### src/rtl/mem_bus_ctrl.sv
// Bridge from the picorv32 native memory bus to RAM/ROM blocks and an I/O port.
// Optional macro ROM_WP_EN write-protects the ROM region (writes blocked, bus_err raised).
module mem_bus_ctrl #(
    parameter int unsigned TIMEOUT_CYCLES = 255,
    parameter logic [31:0] ERR_WORD       = 32'hDEADBEEF
) (
    input  logic        clk,
    input  logic        rst,
    input  logic        mem_valid,
    input  logic [31:0] mem_addr,
    input  logic [31:0] mem_wdata,
    input  logic [3:0]  mem_wstrb,
    output logic        mem_ready,
    output logic [31:0] mem_rdata,
    output logic [13:0] bus_adr,
    output logic [31:0] bus_di,
    output logic [3:0]  bus_wren,
    output logic        ram_cs,
    output logic        rom_cs,
    input  logic [31:0] ram_do,
    input  logic [31:0] rom_do,
    output logic        io_valid,
    output logic [15:0] io_addr,
    output logic [31:0] io_wdata,
    output logic [3:0]  io_wstrb,
    input  logic        io_ready,
    input  logic [31:0] io_rdata,
    output logic        bus_err
);

    localparam logic [1:0]  ST_IDLE    = 2'd0;
    localparam logic [1:0]  ST_IO_WAIT = 2'd1;
    localparam logic [1:0]  ST_RESP    = 2'd2;

    localparam logic [1:0]  RG_RAM = 2'b00;
    localparam logic [1:0]  RG_IO  = 2'b01;
    localparam logic [1:0]  RG_ROM = 2'b10;
    localparam logic [1:0]  RG_ERR = 2'b11;

    localparam logic [15:0] CNT_LAST = 16'(TIMEOUT_CYCLES - 1);

    logic [1:0]  state_r;
    logic [1:0]  region_r;
    logic [15:0] cnt_r;
    logic [31:0] rdata_r;
    logic        ready_r;
    logic        err_r;

    logic [1:0]  region_s;
    logic        req_s;
    logic        rom_wp_s;
    logic        unused_s;

    assign region_s = mem_addr[17:16];
    assign unused_s = ^mem_addr[31:18];
    assign req_s    = !rst && (state_r == ST_IDLE) && mem_valid;

    // Flags a ROM write that must be blocked when write protection is built in
    always_comb begin
        rom_wp_s = 1'b0;
`ifdef ROM_WP_EN
        if ((region_s == RG_ROM) && (mem_wstrb != 4'b0000)) begin
            rom_wp_s = 1'b1;
        end else begin
            rom_wp_s = 1'b0;
        end
`else
        rom_wp_s = 1'b0;
`endif
    end

    // Memory strobes are combinational so the synchronous RAM sees the request this cycle
    assign ram_cs   = req_s && (region_s == RG_RAM);
    assign rom_cs   = req_s && (region_s == RG_ROM) && !rom_wp_s;
    assign bus_wren = (ram_cs || rom_cs) ? mem_wstrb : 4'b0000;
    assign bus_adr  = mem_addr[15:2];
    assign bus_di   = mem_wdata;

    assign io_valid = (state_r == ST_IO_WAIT);
    assign io_addr  = mem_addr[15:0];
    assign io_wdata = mem_wdata;
    assign io_wstrb = mem_wstrb;

    assign mem_ready = ready_r;
    assign bus_err   = err_r;

    // Read data source follows the region latched at request time
    always_comb begin
        mem_rdata = rdata_r;
        case (region_r)
            RG_RAM:  mem_rdata = ram_do;
            RG_ROM:  mem_rdata = rom_do;
            default: mem_rdata = rdata_r;
        endcase
    end

    // Transaction FSM, timeout counter and response registers
    always_ff @(posedge clk) begin
        if (rst) begin
            state_r  <= ST_IDLE;
            region_r <= RG_ERR;     // selects rdata_r so mem_rdata reads 0 out of reset
            cnt_r    <= 16'd0;
            rdata_r  <= 32'd0;
            ready_r  <= 1'b0;
            err_r    <= 1'b0;
        end else begin
            case (state_r)
                ST_IDLE: begin
                    ready_r <= 1'b0;
                    err_r   <= 1'b0;
                    if (mem_valid) begin
                        region_r <= region_s;
                        case (region_s)
                            RG_RAM, RG_ROM: begin
                                state_r <= ST_RESP;
                                ready_r <= 1'b1;
                                err_r   <= rom_wp_s;
                            end
                            RG_IO: begin
                                state_r <= ST_IO_WAIT;
                                cnt_r   <= 16'd0;
                            end
                            default: begin
                                state_r <= ST_RESP;
                                rdata_r <= ERR_WORD;
                                ready_r <= 1'b1;
                                err_r   <= 1'b1;
                            end
                        endcase
                    end else begin
                        state_r <= ST_IDLE;
                    end
                end
                ST_IO_WAIT: begin
                    if (io_ready) begin
                        state_r <= ST_RESP;
                        rdata_r <= io_rdata;
                        ready_r <= 1'b1;
                        err_r   <= 1'b0;
                    end else if (cnt_r == CNT_LAST) begin
                        state_r <= ST_RESP;
                        rdata_r <= ERR_WORD;
                        ready_r <= 1'b1;
                        err_r   <= 1'b1;
                    end else begin
                        cnt_r <= cnt_r + 16'd1;
                    end
                end
                ST_RESP: begin
                    state_r <= ST_IDLE;
                    ready_r <= 1'b0;
                    err_r   <= 1'b0;
                end
                default: begin
                    state_r <= ST_IDLE;
                    ready_r <= 1'b0;
                    err_r   <= 1'b0;
                end
            endcase
        end
    end

endmodule
### config.mk
export PLATFORM = sky130hd
export DESIGN_NAME = mem_bus_ctrl
export DESIGN_NICKNAME = d
export VERILOG_FILES = /design/src/rtl/mem_bus_ctrl.sv
export SDC_FILE = /design/constraint.sdc
export NUM_CORES = 1
export LEC_CHECK = 0
export ABC_AREA = 1
export BUFFER_PORTS_ARGS = -buffer_cell sky130_fd_sc_hd__buf_2
export CAP_MARGIN = 10
export CORE_AREA = 2 2 120 122
export CTS_CLUSTER_SIZE = 14
export DETAILED_ROUTE_END_ITERATION = 7
export DIE_AREA = 0 0 122 124
export SETUP_SLACK_MARGIN = 0.02
export SLEW_MARGIN = 40
export SYNTH_ARGS = -nofsm -noshare
export SYNTH_HDL_FRONTEND = slang
export SYNTH_SLANG_ARGS = --single-unit
### constraint.sdc
create_clock -name clk -period 2 [get_ports clk]
set_input_delay 0.2 -clock clk [delete_from_list [all_inputs] [get_ports clk]]
set_output_delay 0.2 -clock clk [all_outputs]
set_load 0.005 [all_outputs]
==> flow_metrics.py, run 1 <==
metrics = {
    "clock_tree": {
        "clk_path_buf_depth": 2,
        "clockRootBuffer": "clkbuf_16",
        "numCtsBuffers": 5,
        "cts_setup_buffers": 0,
        "cts-hold-fix-buffers": 0,
        "insertion_delay_ns": 0.30,
        "path_clk_slew_ns": 0.07,
        "clock-sinks": 53,
        "htree_num_levels": 2,
        "ctsResizeCount": 0,
        "cts_tree": "built",
    },
    "worst_setup_path": {
        "crit-reg2reg-launch": "cnt_r[0]",
        "reg2regPathDepth": 9,
        "crit_arrival_ns": 1.58,
        "worst-setup-path-type": "reg -> out",
        "cp-start-kind": "register",
        "r2r_slack_ns": 0.27,
        "reg2reg_to": "rdata_r[23]",
        "required_ns": 1.80,
        "cp_max_fo": 6,
        "crit_path_end_kind": "output port",
    },
    "yosys": {
        "synth_top_family_by_area": "buffers and inverters",
        "yosys_warnings": 0,
        "ys_top_cells_by_area": "dfxtp_1 (27%), buf_4 (19%), nand2_1 (11%)",
        "syn_area_per_cell_sq_um": 6.644,
        "synth_fp_nets": 751,
        "synth_flop_cell": "dfxtp_1",
        "synth_xor_area_frac": 0.004538,
        "synth_area_sq_mm": 0.003860,
        "ys_top_cells_by_count": "nand2_1 (118), buf_4 (98), inv_1 (60)",
        "async_flop_share": 0,
        "synthSimpleGateAreaFrac": 0.2622,
        "yosys.area.top_type": "dfxtp_1",
        "synth_edf_count": 0,
        "synthDistinctLibCells": 31,
        "ys_ff_latch": 53,
        "synthMuxAreaShare": 0,
        "synth_fa_ha_area_frac": 0.006483,
        "synth-compound-area-share": 0.1614,
        "syn_inst": 581,
        "yosysSeqAreaShare": 0.2749,
        "yosysTopAreaCellShare": 0.2749,
        "synth_most_common_cell": "nand2_1",
    },
    "sta": {
        "min_period_ns": 1.777,
        "slew_headroom": 0.5527,
        "worst_pin_slew_ns": 0.6702,
        "hold_viol_final": 0,
        "layout_setup_ws_ns": 0.2235,
        "rsz0062_at_grt": "false",
        "finalSetupViolations": 0,
        "period_share": 0.8883,
        "fin_worst_skew_ns": 0.01036,
        "report.final.slew_viol_count": 0,
        "finalSetupTns_ns": 0,
        "fmax_ghz": 0.5629,
    },
    "finish": {
        "nNetsFinal": 794,
        "syn_to_final_growth_pct": 8.914,
        "final_cell_count_no_fill": 805,
        "drive_gt1_frac": 0.3040,
        "final_area_sq_mm": 0.004204,
        "diodes": 0,
        "fill_cells": 1549,
    },
    "routing": {
        "wl_per_cell_um": 14.26,
        "via_per_inst": 4.491,
        "route.detailed.drc": 0,
        "first_pass_iters": 4,
        "finalWirelength_um": 11480,
        "ant_nets": 0,
        "via_count": 3615,
        "drtIter0Drc": 182,
    },
    "run": {
        "cap_violations": 0,
    },
    "place": {
        "io_buffers": 150,
        "place_area_sq_mm": 0.004036,
        "gp_congestion": 0.8929,
        "placedCellCount": 797,
        "pre_cts_ws_ns": 0.2324,
        "dp_hpwl_um": 8974,
    },
    "grt": {
        "grt_usage": 0.1455,
        "grt_overflow": 0,
        "grt_pass1_wl_um": 16950,
        "grt_max_degree": 34,
        "grt_pass1_vias": 3264,
        "antenna_found_initial": 0,
    },
    "floorplanning": {
        "coreArea_sq_mm": 0.01372,
        "die_w_um": 122,
        "num_io_pins": 307,
        "die_height_um": 124,
        "start_util": 0.2813,
        "num_rows": 43,
        "die-area_sq_mm": 0.01513,
    },
    "status": {
        "status": "complete, no violations",
    },
    "pwr": {
        "finalPower_mw": 2.626,
        "p_per_area_mw_per_mm2": 624.6,
        "ir_worst_vdd_mv": 0.2596,
        "p_leak_nw": 1.977,
    },
    "min_path": {
        "hold_path_end": "rdata_r[20]",
        "hold_start": "io_rdata[20]",
        "whs_path_depth": 3,
        "hold_path.class": "in -> reg",
    },
}
layout by cell type (no fill, tap or decap), types with 4 or more instances in the layout:
cell type  count
nor2_1        36
nor2_2         5
o211ai_1      25
inv_1         59
nand2_2        5
buf_4         11
nand2_1      118
nor3_1         4
inv_2          4
clkbuf_16      5
a22oi_1        4
o21ai_0       32
buf_2        150
a21oi_1       42
nand3_1       52
dfxtp_1       53
worst max-delay path: stages, from the launching register on:
cell	delay, ns
dfxtp_1	0.38
nor2_1	0.19
nand2_1	0.12
nor2_1	0.18
nand2_1	0.16
nor2_1	0.13
buf_2	0.12
where the power goes:
group	switching (mW)	total (mW)	internal (mW)
Combinational	0.267	0.483	0.215
Clock	0.429	1.02	0.595
Sequential	0.0173	1.12	1.10
Total	0.713	2.63	1.91
routing by layer:
layer / global-route usage / vias to the layer above / wire length (um)
li1: - / 1850 / -
met3: 0.04487 / 31 / 933
met2: 0.2301 / 142 / 5195
met1: 0.1854 / 1592 / 5073
met5: 0 / - / 0
met4: 0.05675 / 0 / 281
registers in the layout, indices dropped and copies added, names as in the netlist:
name	cells
rdata_r	32
cnt_r	16
region_r	2
bus_err	1
mem_ready	1
state_r	1
worst max path at each step:
stage                     from          end  cells after the start
floorplan             cnt_r[0]    cnt_r[14]                     11
global placement      cnt_r[0]   rdata_r[6]                      9
detailed placement    cnt_r[0]  rdata_r[23]                      9
CTS                 state_r[0]  bus_wren[0]                      6
global route        state_r[0]  bus_wren[0]                      6
finish              state_r[0]  bus_wren[0]                      6
kinds of logic after synthesis:
family | after synthesis
simple gates | 228
xor+xnor | 2
fa+ha+maj | 2
flops | 53
buf+inv | 188
compound gates | 108
final cells by class:
cell class | instances | area [sq um] | area share
multi-input cells | 340 | 1680 | 0.3997
inverters | 63 | 236.5 | 0.05625
well taps | 180 | 225.2 | 0.05357
clock inverters | 2 | 38.79 | 0.009226
clock buffers | 6 | 128.9 | 0.03065
flip-flops and latches | 53 | 1061 | 0.2524
repair buffers | 161 | 833.3 | 0.1982
stage by stage:
step | hold WS (ns) | util
global placement | 0.4000 | 0.2942
global route | 0.1442 | 0.3064
finish | 0.1447 | 0.3064
CTS | 0.1287 | 0.3064
detailed placement | 0.4000 | 0.2942
floorplan | 0.3473 | -
(Power assumes the default switching activity.)
==> inputs of run 2 (changes only) <==
BUFFER_PORTS_ARGS = -buffer_cell sky130_fd_sc_hd__buf_4   (was -buffer_cell sky130_fd_sc_hd__buf_2)
==> run 2 against run 1 <==
  * Core utilization up 3.1 points
  * Setup slack worse by 0.066 ns
  * Critical path depth down 2
  * Sequential share of layout area down 2.3 points
  * First-iteration DRC count up 40%
  * Largest cell class unchanged
  * Largest power group unchanged
==> flow_metrics.py, run 2 (synthesis gave the netlist of run 1 again) <==
metrics = {
    "status": {
        "status": "complete, no violations",
    },
    "clock_tree": {
        "cts_tree": "built",
        "clockRootBuffer": "clkbuf_16",
        "clock-sinks": 53,
        "numCtsBuffers": 5,
        "clk_path_buf_depth": 2,
        "htree_num_levels": 2,
        "cts-hold-fix-buffers": 0,
        "ctsResizeCount": 0,
        "insertion_delay_ns": 0.30,
        "cts_setup_buffers": 0,
        "path_clk_slew_ns": 0.07,
    },
    "finish": {
        "top_regs": "rdata_r: 32 flops, cnt_r: 16 flops, region_r: 2 flops",
        "utilization": 0.3372,
        "layout_common_cells": "buf_4 (155), nand2_1 (118), inv_1 (59), dfxtp_1 (53), nand3_1 (52)",
        "regMostFlops": "rdata_r",
        "diodes": 0,
        "syn_to_final_growth_pct": 19.84,
        "nNetsFinal": 792,
        "final-seq-area_sq_mm": 0.001061,
        "final_common_cell": "buf_4",
        "largest_reg_flops": 32,
        "final_area_sq_mm": 0.004626,
        "fill_cells": 1548,
        "drive_gt1_frac": 0.3050,
        "multi_input_area_sq_mm": 0.001683,
    },
    "sta": {
        "hold_viol_final": 0,
        "rsz0062_at_grt": "false",
        "slew_headroom": 0.5466,
        "report.final.slew_viol_count": 0,
        "period_share": 0.9212,
        "finalSetupViolations": 0,
        "min_period_ns": 1.842,
        "holdWs_ns": 0.1537,
        "finalSetupTns_ns": 0,
        "fmax_ghz": 0.5428,
        "fin_worst_skew_ns": 0.009067,
        "worst_pin_slew_ns": 0.6793,
    },
    "worst_setup_path": {
        "required_ns": 1.80,
        "crit-reg2reg-launch": "state_r[0]",
        "cp.depth": 4,
        "r2r_slack_ns": 0.35,
        "crit_path_frequent_cell": "buf_4",
        "crit_end": "mem_rdata[19]",
        "slowest_stage": "dfxtp_1",
        "crit_arrival_ns": 1.64,
        "crit_start": "region_r[0]",
        "worstPathBufferInverterCount": 3,
        "worstPathCellList": "inv_2 -> buf_4 -> o211ai_1 -> buf_4",
        "reg2regPathDepth": 5,
        "worst-setup-path-type": "reg -> out",
        "cp_max_fo": 15,
        "reg2reg_to": "rdata_r[9]",
        "crit_path_end_kind": "output port",
        "max_stage_delay_ns": 0.52,
        "cp-start-kind": "register",
        "crit_family": "buffers and inverters",
    },
    "routing": {
        "route.detailed.drc": 0,
        "first_pass_iters": 4,
        "via_count": 3660,
        "wl_per_cell_um": 14.64,
        "ant_nets": 0,
        "via_per_inst": 4.558,
        "drtIter0Drc": 254,
        "finalWirelength_um": 11760,
    },
    "floorplanning": {
        "num_rows": 43,
        "coreArea_sq_mm": 0.01372,
        "die-area_sq_mm": 0.01513,
        "num_io_pins": 307,
        "die_w_um": 122,
        "die_height_um": 124,
        "start_util": 0.2813,
    },
    "grt": {
        "antenna_found_initial": 0,
        "grt_usage": 0.1521,
        "grt_max_degree": 33,
        "grt_pass1_vias": 3477,
        "grt_overflow": 0,
        "grt_pass1_wl_um": 17750,
    },
    "pwr": {
        "ir_worst_vdd_mv": 0.2577,
        "p_per_area_mw_per_mm2": 599.9,
        "p_leak_nw": 2.085,
        "finalPower_mw": 2.775,
    },
    "place": {
        "io_buffers": 150,
        "place_area_sq_mm": 0.004447,
        "gp_congestion": 0.8395,
        "dp_hpwl_um": 9059,
    },
    "run": {
        "cap_violations": 0,
    },
    "min_path": {
        "hold_path.class": "in -> reg",
    },
}
run 2: cell types whose count changed in the layout (fill, tap and decap cells not counted), sizes merged:
cell	change
clkinv	-1
clkinvlp	+1
buf	-2
run 2: area by class of cell:
cell class | instances | area share
Multi-Input combinational cell | 340 | 0.3638
Timing Repair Buffer | 159 | 0.2689
Sequential cell | 53 | 0.2294
Inverter | 63 | 0.05112
Tap cell | 180 | 0.04869
Clock buffer | 6 | 0.03002
Clock inverter | 2 | 0.008115
run 2: stage by stage:
step | setup slack (ns) | cells
finish | 0.1576 | 803
floorplan | 0.6826 | 581
detailed placement | 0.3354 | 795
global route | 0.07384 | 803
global placement | 0.3524 | 795
CTS | 0.1536 | 803
run 2: worst min-delay path by stage:
stage,startpoint,endpoint,depth (start not counted)
2_1_floorplan,io_rdata[14],rdata_r[14],2
3_3_place_gp,mem_addr[1],io_addr[1],0
3_5_place_dp,mem_addr[1],io_addr[1],0
4_1_cts,io_rdata[29],rdata_r[29],3
5_1_grt,io_rdata[17],rdata_r[17],3
6_report,io_rdata[14],rdata_r[14],3
run 2: worst reg2reg max path, cell delays in order, from the launching register on:
cell and delay, ns:
dfxtp_1 0.47, nand2_4 0.17, nor2_8 0.20, inv_1 0.34
o21ai_0 0.30, a21oi_1 0.06
run 2: per-layer routing:
layer | routed length, um | track usage | up-vias
li1 | - | - | 1850
met1 | 4932 | 0.1875 | 1618
met2 | 5419 | 0.2367 | 152
met3 | 1003 | 0.04991 | 40
met4 | 401 | 0.07830 | 0
met5 | 0 | 0 | -
run 2: power breakdown:
part	leakage (nW)	internal (mW)	switching, mW
sequential	0.432	1.10	0.0189
combinational	1.57	0.322	0.273
clock	0.0831	0.626	0.434
==> inputs of run 3 (changes only) <==
CORE_AREA = 2 2 121 123   (was 2 2 120 122)
DIE_AREA = 0 0 123 125   (was 0 0 122 124)
clock period = 2.1 ns   (was 2 ns; I/O delays follow)
==> run 3 against run 2 <==
  * Worst hold slack better by 0.012 ns
  * Global-route usage is 0.27 points lower
  * Sequential power is 4% lower
  * Largest power group unchanged
==> flow_metrics.py, run 3 (synthesis gave the netlist of run 1 again) <==
metrics = {
    "status": {
        "status": "complete, no violations",
    },
    "routing": {
        "wl_per_cell_um": 14.60,
        "via_per_inst": 4.485,
        "first_pass_iters": 4,
        "route.detailed.drc": 0,
        "ant_nets": 0,
        "drtIter0Drc": 158,
        "via_count": 3615,
        "finalWirelength_um": 11770,
    },
    "sta": {
        "period_share": 0.8482,
        "min_period_ns": 1.781,
        "finalSetupTns_ns": 0,
        "holdWs_ns": 0.1657,
        "report.final.slew_viol_count": 0,
        "fmax_ghz": 0.5614,
        "slew_headroom": 0.5492,
        "fin_worst_skew_ns": 0.005637,
        "finalSetupViolations": 0,
        "worst_pin_slew_ns": 0.6755,
        "rsz0062_at_grt": "false",
        "hold_viol_final": 0,
        "layout_setup_ws_ns": 0.3187,
    },
    "floorplanning": {
        "num_rows": 44,
        "die_w_um": 123,
        "coreArea_sq_mm": 0.01420,
        "die-area_sq_mm": 0.01538,
        "num_io_pins": 307,
        "start_util": 0.2718,
        "die_height_um": 125,
    },
    "pwr": {
        "finalPower_mw": 2.472,
        "p_per_area_mw_per_mm2": 541.8,
        "ir_worst_vdd_mv": 0.2503,
        "p_leak_nw": 2.051,
    },
    "finish": {
        "utilization": 0.3213,
        "layout_common_cells": "buf_4 (156), nand2_1 (118), inv_1 (60), dfxtp_1 (53), nand3_1 (52)",
        "nNetsFinal": 791,
        "regMostFlops": "rdata_r",
        "top_regs": "rdata_r: 32 flops, cnt_r: 16 flops, region_r: 2 flops",
        "final_cell_count_no_fill": 806,
        "fill_cells": 1568,
        "drive_gt1_frac": 0.2990,
        "diodes": 0,
        "final_area_sq_mm": 0.004563,
        "final_common_cell": "buf_4",
        "largest_reg_flops": 32,
        "syn_to_final_growth_pct": 18.22,
    },
    "grt": {
        "grt_overflow": 0,
        "antenna_found_initial": 1,
        "grt_max_degree": 52,
        "grt_pass1_wl_um": 17870,
        "grt_pass1_vias": 3362,
        "grt_usage": 0.1493,
    },
    "place": {
        "dp_hpwl_um": 8893,
        "io_buffers": 150,
        "gp_congestion": 0.8188,
        "placedCellCount": 798,
        "place_area_sq_mm": 0.004419,
        "pre_cts_ws_ns": 0.3929,
    },
    "clock_tree": {
        "clk_path_buf_depth": 2,
        "path_clk_slew_ns": 0.07,
        "clockRootBuffer": "clkbuf_16",
        "cts_setup_buffers": 0,
        "cts-hold-fix-buffers": 0,
        "insertion_delay_ns": 0.30,
        "numCtsBuffers": 5,
        "cts_tree": "built",
        "clock-sinks": 53,
        "htree_num_levels": 2,
        "ctsResizeCount": 0,
    },
    "worst_setup_path": {
        "crit_path_end_kind": "output port",
        "crit_arrival_ns": 1.57,
        "cp-start-kind": "register",
        "required_ns": 1.89,
        "r2r_slack_ns": 0.45,
        "cp_max_fo": 51,
        "worst-setup-path-type": "reg -> out",
    },
    "min_path": {
        "hold_path.class": "in -> reg",
    },
    "run": {
        "cap_violations": 0,
    },
}
-- run 3: cell types whose count changed in the layout (fill, tap and decap cells not counted), sizes merged --
cell	change
buf	-1
bufinv	-1
clkinvlp	+1
-- run 3: cell type report --
| cell class | instances | area, sq um | area share |
|---|---|---|---|
| tap | 184 | 230.2 | 0.05045 |
| sequential | 53 | 1061 | 0.2325 |
| multi-input combinational | 340 | 1680 | 0.3682 |
| inverter | 63 | 236.5 | 0.05182 |
| timing repair buffer | 158 | 1211 | 0.2654 |
| clock inverter | 2 | 15.01 | 0.003290 |
| clock buffer | 6 | 128.9 | 0.02824 |
-- run 3: path summary, 6_finish.rpt --
kind / from / end / cells after the start
worst min register to register: rdata_r[11] / rdata_r[11] / 2
worst max-delay path: region_r[0] / mem_rdata[23] / 5
worst max register to register: state_r[0] / rdata_r[21] / 5
worst min-delay path: io_rdata[20] / rdata_r[20] / 3
-- run 3: report_power, final --
part | total [mW] | leakage, nW | switching (mW) | internal, mW
clock network | 0.846 | 0.0631 | 0.402 | 0.444
logic | 0.560 | 1.56 | 0.262 | 0.298
registers | 1.07 | 0.432 | 0.0169 | 1.05
-- run 3: critical path, cell delays in order (launching register included) --
cell and delay, ns:
dfxtp_1 0.37, inv_1 0.21, buf_12 0.26, nand3_1 0.12, o211ai_1 0.13, buf_4 0.14
-- run 3: per-layer routing --
metal / track usage / part of all wire / vias to the layer above
met3: 0.05703 / 0.094 / 43
met5: 0 / 0.00068 / -
met2: 0.2320 / 0.44 / 144
met4: 0.06350 / 0.030 / 2
met1: 0.1833 / 0.43 / 1570
li1: - / - / 1856
